--- config.mk ---
export PLATFORM = sky130hd
export DESIGN_NAME = branch_predictor
export DESIGN_NICKNAME = d
export VERILOG_FILES = /design/src/rtl/branch_predictor.sv
export SDC_FILE = /design/constraint.sdc
export NUM_CORES = 1
export LEC_CHECK = 0
export ABC_CLOCK_PERIOD_IN_PS = 6450
export CORE_MARGIN = 1
export CORE_UTILIZATION = 31
export CTS_BUF_LIST = sky130_fd_sc_hd__clkbuf_8
export DETAILED_ROUTE_END_ITERATION = 10
export GPL_ROUTABILITY_DRIVEN = 0
export PLACE_DENSITY = 0.7
export SLEW_MARGIN = 20
export SYNTH_ARGS = -nofsm -noshare
export SYNTH_HDL_FRONTEND = slang
export SYNTH_SLANG_ARGS = --single-unit
--- constraint.sdc ---
create_clock -name clk -period 6.45 [get_ports clk]
set_clock_uncertainty 0.05 [all_clocks]
set_input_delay 1.6125 -clock clk [delete_from_list [all_inputs] [get_ports clk]]
set_output_delay 1.6125 -clock clk [all_outputs]
set_load 0.02 [all_outputs]
--- src/rtl/branch_predictor.sv ---
// rtl/branch_predictor.sv - BHT/gshare branch predictor with execute-stage redirect resolution
module branch_predictor #(
  parameter int XLEN        = 32,
  parameter int BHT_ENTRIES = 16,
  parameter int PRED_MODE   = 1,
  parameter int CNT_W       = 16
) (
  input  logic             clk,
  input  logic             rst,
  input  logic             if_valid,
  input  logic [XLEN-1:0]  if_pc,
  output logic             pred_taken,
  input  logic             ex_valid,
  input  logic [XLEN-1:0]  ex_pc,
  input  logic [4:0]       ex_opcode,
  input  logic [2:0]       ex_funct3,
  input  logic [3:0]       ex_flags,
  input  logic             ex_X,
  input  logic             ex_pred_taken,
  output logic [2:0]       redirect_sel,
  output logic             flush,
  output logic [CNT_W-1:0] branch_count,
  output logic [CNT_W-1:0] mispredict_count
);

  localparam int IDX_W = $clog2(BHT_ENTRIES);

  localparam logic [4:0] OP_JAL    = 5'b11011;
  localparam logic [4:0] OP_JALR   = 5'b11001;
  localparam logic [4:0] OP_BRANCH = 5'b11000;
  localparam logic [4:0] OP_SYSTEM = 5'b11100;

  logic [1:0]       bht [BHT_ENTRIES];
  logic [IDX_W-1:0] ghr;
  logic [IDX_W-1:0] hist;
  logic [IDX_W-1:0] if_idx;
  logic [IDX_W-1:0] ex_idx;
  logic [1:0]       ex_cnt;
  logic [1:0]       ex_cnt_next;
  logic             cf, zf, vf, sf;
  logic             actual;
  logic             is_branch;
  logic             mispredict;
  logic             unused_pc;

  assign {cf, zf, vf, sf} = ex_flags;

  // Lookup and update share one hash so training lands where the next fetch looks.
  assign hist   = (PRED_MODE == 2) ? ghr : '0;
  assign if_idx = if_pc[IDX_W+1:2] ^ hist;
  assign ex_idx = ex_pc[IDX_W+1:2] ^ hist;

  assign unused_pc = ^{if_pc[XLEN-1:IDX_W+2], if_pc[1:0], ex_pc[XLEN-1:IDX_W+2], ex_pc[1:0]};

  assign pred_taken = (PRED_MODE != 0) && if_valid && bht[if_idx][1];

  always_comb begin
    actual = 1'b0;
    case (ex_funct3)
      3'b000:  actual = zf;
      3'b001:  actual = !zf;
      3'b100:  actual = (sf != vf);
      3'b101:  actual = (sf == vf);
      3'b110:  actual = !cf;
      3'b111:  actual = cf;
      default: actual = 1'b0;
    endcase
  end

  assign is_branch  = ex_valid && (ex_opcode == OP_BRANCH);
  assign mispredict = (ex_pred_taken != actual);

  always_comb begin
    redirect_sel = 3'b000;
    if (ex_valid) begin
      case (ex_opcode)
        OP_BRANCH: if (mispredict) redirect_sel = actual ? 3'b001 : 3'b100;
        OP_JAL:    redirect_sel = 3'b001;
        OP_JALR:   redirect_sel = 3'b010;
        OP_SYSTEM: if (!ex_X) redirect_sel = 3'b011;
        default:   redirect_sel = 3'b000;
      endcase
    end
  end

  assign flush = (redirect_sel != 3'b000);

  assign ex_cnt = bht[ex_idx];

  always_comb begin
    ex_cnt_next = ex_cnt;
    if (actual && ex_cnt != 2'b11)
      ex_cnt_next = ex_cnt + 2'b01;
    else if (!actual && ex_cnt != 2'b00)
      ex_cnt_next = ex_cnt - 2'b01;
  end

  always_ff @(posedge clk or posedge rst) begin
    if (rst) begin
      for (int i = 0; i < BHT_ENTRIES; i++) bht[i] <= 2'b01;
      ghr <= '0;
    end else if (is_branch && PRED_MODE != 0) begin
      bht[ex_idx] <= ex_cnt_next;
      if (PRED_MODE == 2) ghr <= {ghr[IDX_W-2:0], actual};
    end
  end

  // Statistics run in every mode, including static not-taken.
  always_ff @(posedge clk or posedge rst) begin
    if (rst) begin
      branch_count     <= '0;
      mispredict_count <= '0;
    end else if (is_branch) begin
      branch_count <= branch_count + 1'b1;
      if (mispredict) mispredict_count <= mispredict_count + 1'b1;
    end
  end

endmodule
==> impl_metrics.tcl <==
set metrics [dict create \
    vias 2706 \
    cts-resized-gates 0 \
    fp.dieH_um 110 \
    ant_nets 0 \
    instances_no_fill 525 \
    ys_seq_elements 64 \
    first_global_vias 2753 \
    n_fill_cell 1060 \
    rows 38 \
    fin_setup_tns_ps 0 \
    clock_latency_ps 360 \
    path_cells "clkdlybuf4s50_1, or2_1, mux4_2, nand2_1, ha_1, mux2i_1, or3_1, a21oi_1, a21o_1, clkdlybuf4s50_1" \
    overflow 0 \
    grt_antenna_before_repair 0 \
    dp_cells 509 \
    arrival_ps 4500 \
    synth_top_cell_by_area "dfrtp_1" \
    die-area_mm2 0.0120 \
    power.density_mw_per_mm2 192 \
    fin_crit_sh_pct 95.5 \
    path_class "in2out" \
    synth.cells.most_frequent "61 x nand2_1, 48 x dfrtp_1, 24 x xnor2_1, 22 x o31ai_1, 16 x dfstp_2" \
    via_per_inst 5.15 \
    tritoncts.num_buffers 9 \
    vdd_drop_max_mv 0.126 \
    cp_num_buf_inv 2 \
    min_period_ps 6160 \
    cp_common_cell "clkdlybuf4s50_1" \
    cts.path.max_buffers 2 \
    cpMaxStageDelayCell "clkdlybuf4s50_1" \
    drive_above_1_share_pct 18.4 \
    leakagePower_nw 1.78 \
    tightest_slew_ps 807 \
    dp_hpwl_um 5750 \
    hold_viol 0 \
    hold_buffers 0 \
    syn_to_final_growth_pct 25.1 \
    hold_path.class "reg2reg" \
    drc_errors 0 \
    grt_setup_unrepaired "no" \
    synth_ff_type "dfrtp_1" \
    post_cts_buffers 0 \
    synth_edf_count 0 \
    cts_tree "done" \
    slowest_delay_ps 600 \
    syn_avg_cell_area_um2 11.4 \
    initial_core_util_pct 32.4 \
    crit_path_end_kind "output pin" \
    cts_root_buffer "clkbuf_8" \
    setup_violations 0 \
    slew_violations 0 \
    startpoint_type "input port" \
    ioPinCount 119 \
    coreArea_mm2 0.0111 \
    fp.dieW_um 110 \
    ys_async_sr_fraction_pct 100 \
    synth_nets 404 \
    synthCells 316 \
    cap_viol_max_count 0 \
    synth-seq-area-share_pct 45.1 \
    synth.distinct_cells 48 \
    wl_um 7880 \
    clk_pin_slew_ps 80 \
    cp_top_family "buffers and inverters" \
    synth.most_common_cell "nand2_1" \
    grt_usage_pct 14.9 \
    grt_max_degree 65 \
    final_nets 468 \
    cts_num_sinks 64 \
    final_core_util_pct 40.6 \
    diodes 0 \
    netlist_area_mm2 0.00359 \
    avgRoutedWirePerCell_um 15.0 \
    htree_levels 3 \
    required_ps 4790 \
    synthTopCellsByArea "dfrtp_1 33%, dfstp_2 12%, mux4_2 8.1%" \
    io_buffers 62 \
    synth_top_area_share_pct 33.4 \
    status "completed" \
    cp_max_fo 10 \
    first_iter_violations 101 \
    ys_warn_count 0 \
    fmax_ghz 0.162 \
    firstDrtPassIters 4 \
    max-slew-margin-rel_pct 46.2 \
    grt_pass1_wl_um 13700 \
]
## final cells by class
type	count	area, um^2	share of cell area [%]
timing repair buffer	64	636	14.1
clock buffer	10	138	3.06
clock inverter	6	43.8	0.974
sequential	64	1620	36.1
tap	140	175	3.90
multi-input combinational	232	1850	41.1
inverter	9	33.8	0.751
## where the power goes
part	switching, mW	internal [mW]	total (mW)	leakage (nW)
Sequential	0.0112	0.414	0.425	0.827
Clock	0.167	0.151	0.318	0.0926
Combinational	0.0663	0.0554	0.122	0.861
Total	0.244	0.621	0.865	1.78
## worst min-delay path: stages, from the launching register on
cell     delay (ps)
dfstp_2         370
nand2_1          40
o31ai_1          60
## stage by stage
stage               total power [mW]  setup WS, ps  hold slack, ps  area [um^2]
CTS                            0.877           249             427         4500
floorplan                      0.503          1110             398         3590
finish                         0.865           287             426         4500
global route                   0.908           169             438         4500
global placement               0.552           313             409         4320
detailed placement             0.556           244             417         4320
## routing by layer
metal	global-route usage (%)	vias up	routed length, um
met4	5.24	0	113
li1	-	1275	-
met1	18.9	1339	3540
met5	0	-	0
met3	4.09	10	429
met2	24.4	82	3800
## final timing paths
| path | start | end | slack, ps | cells past startpoint |
|---|---|---|---|---|
| max | ex_funct3[2] | flush | 290 | 10 |
| min | bht[8] | bht[8] | 430 | 2 |
| max reg2reg | bht[25] | bht[25] | 3820 | 7 |
| min reg2reg | bht[8] | bht[8] | 430 | 2 |
| max in group asynchronous | rst | mispredict_count[11] | 4060 | 3 |
| min in group asynchronous | rst | mispredict_count[15] | 1760 | 3 |
## layout by cell type (no fill, tap or decap), types with 2 or more instances in the layout
cell type        synthesis  final
and4_1                   3      3
clkinv_2                 0      2
dfrtp_1                 48     48
nand4_1                  9      9
or3_1                    2      2
nand3_1                 13     13
buf_4                    2      2
a22oi_1                  2      2
o31ai_2                  5      5
nand2_1                 61     61
nor4_1                   2      2
nand3b_1                 3      3
clkdlybuf4s50_1          0     62
nand2b_1                 6      6
mux4_2                  13     13
clkinv_4                 0      2
inv_1                    8      7
dfstp_2                 16     16
o31ai_1                 22     22
clkbuf_8                 0     10
and3_1                   6      6
nor2_1                  10     10
and2_1                   4      4
a21oi_2                  2      2
ha_1                     6      6
or4_4                    2      2
nor2b_1                  4      4
xnor2_1                 24     24
o31ai_4                  5      5
mux4_1                   2      2
mux2_2                   3      3
xor2_1                   6      6
inv_2                    1      2
nor3_2                   2      2
nor3_1                   3      3
## registers in the layout, summed over array words and instances, names as in the netlist
name,count
branch_count,16
bht,32
mispredict_count,16
## cells by family after synthesis
| logic type | after synthesis | synth area share [%] |
|---|---|---|
| simple gates | 134 | 19.0 |
| fa+ha+maj | 6 | 2.09 |
| buf+inv | 20 | 3.45 |
| mux | 19 | 10.8 |
| compound gates | 42 | 11.6 |
| flops | 64 | 45.1 |
| xor+xnor | 31 | 7.97 |
(Power assumes the default switching activity.)
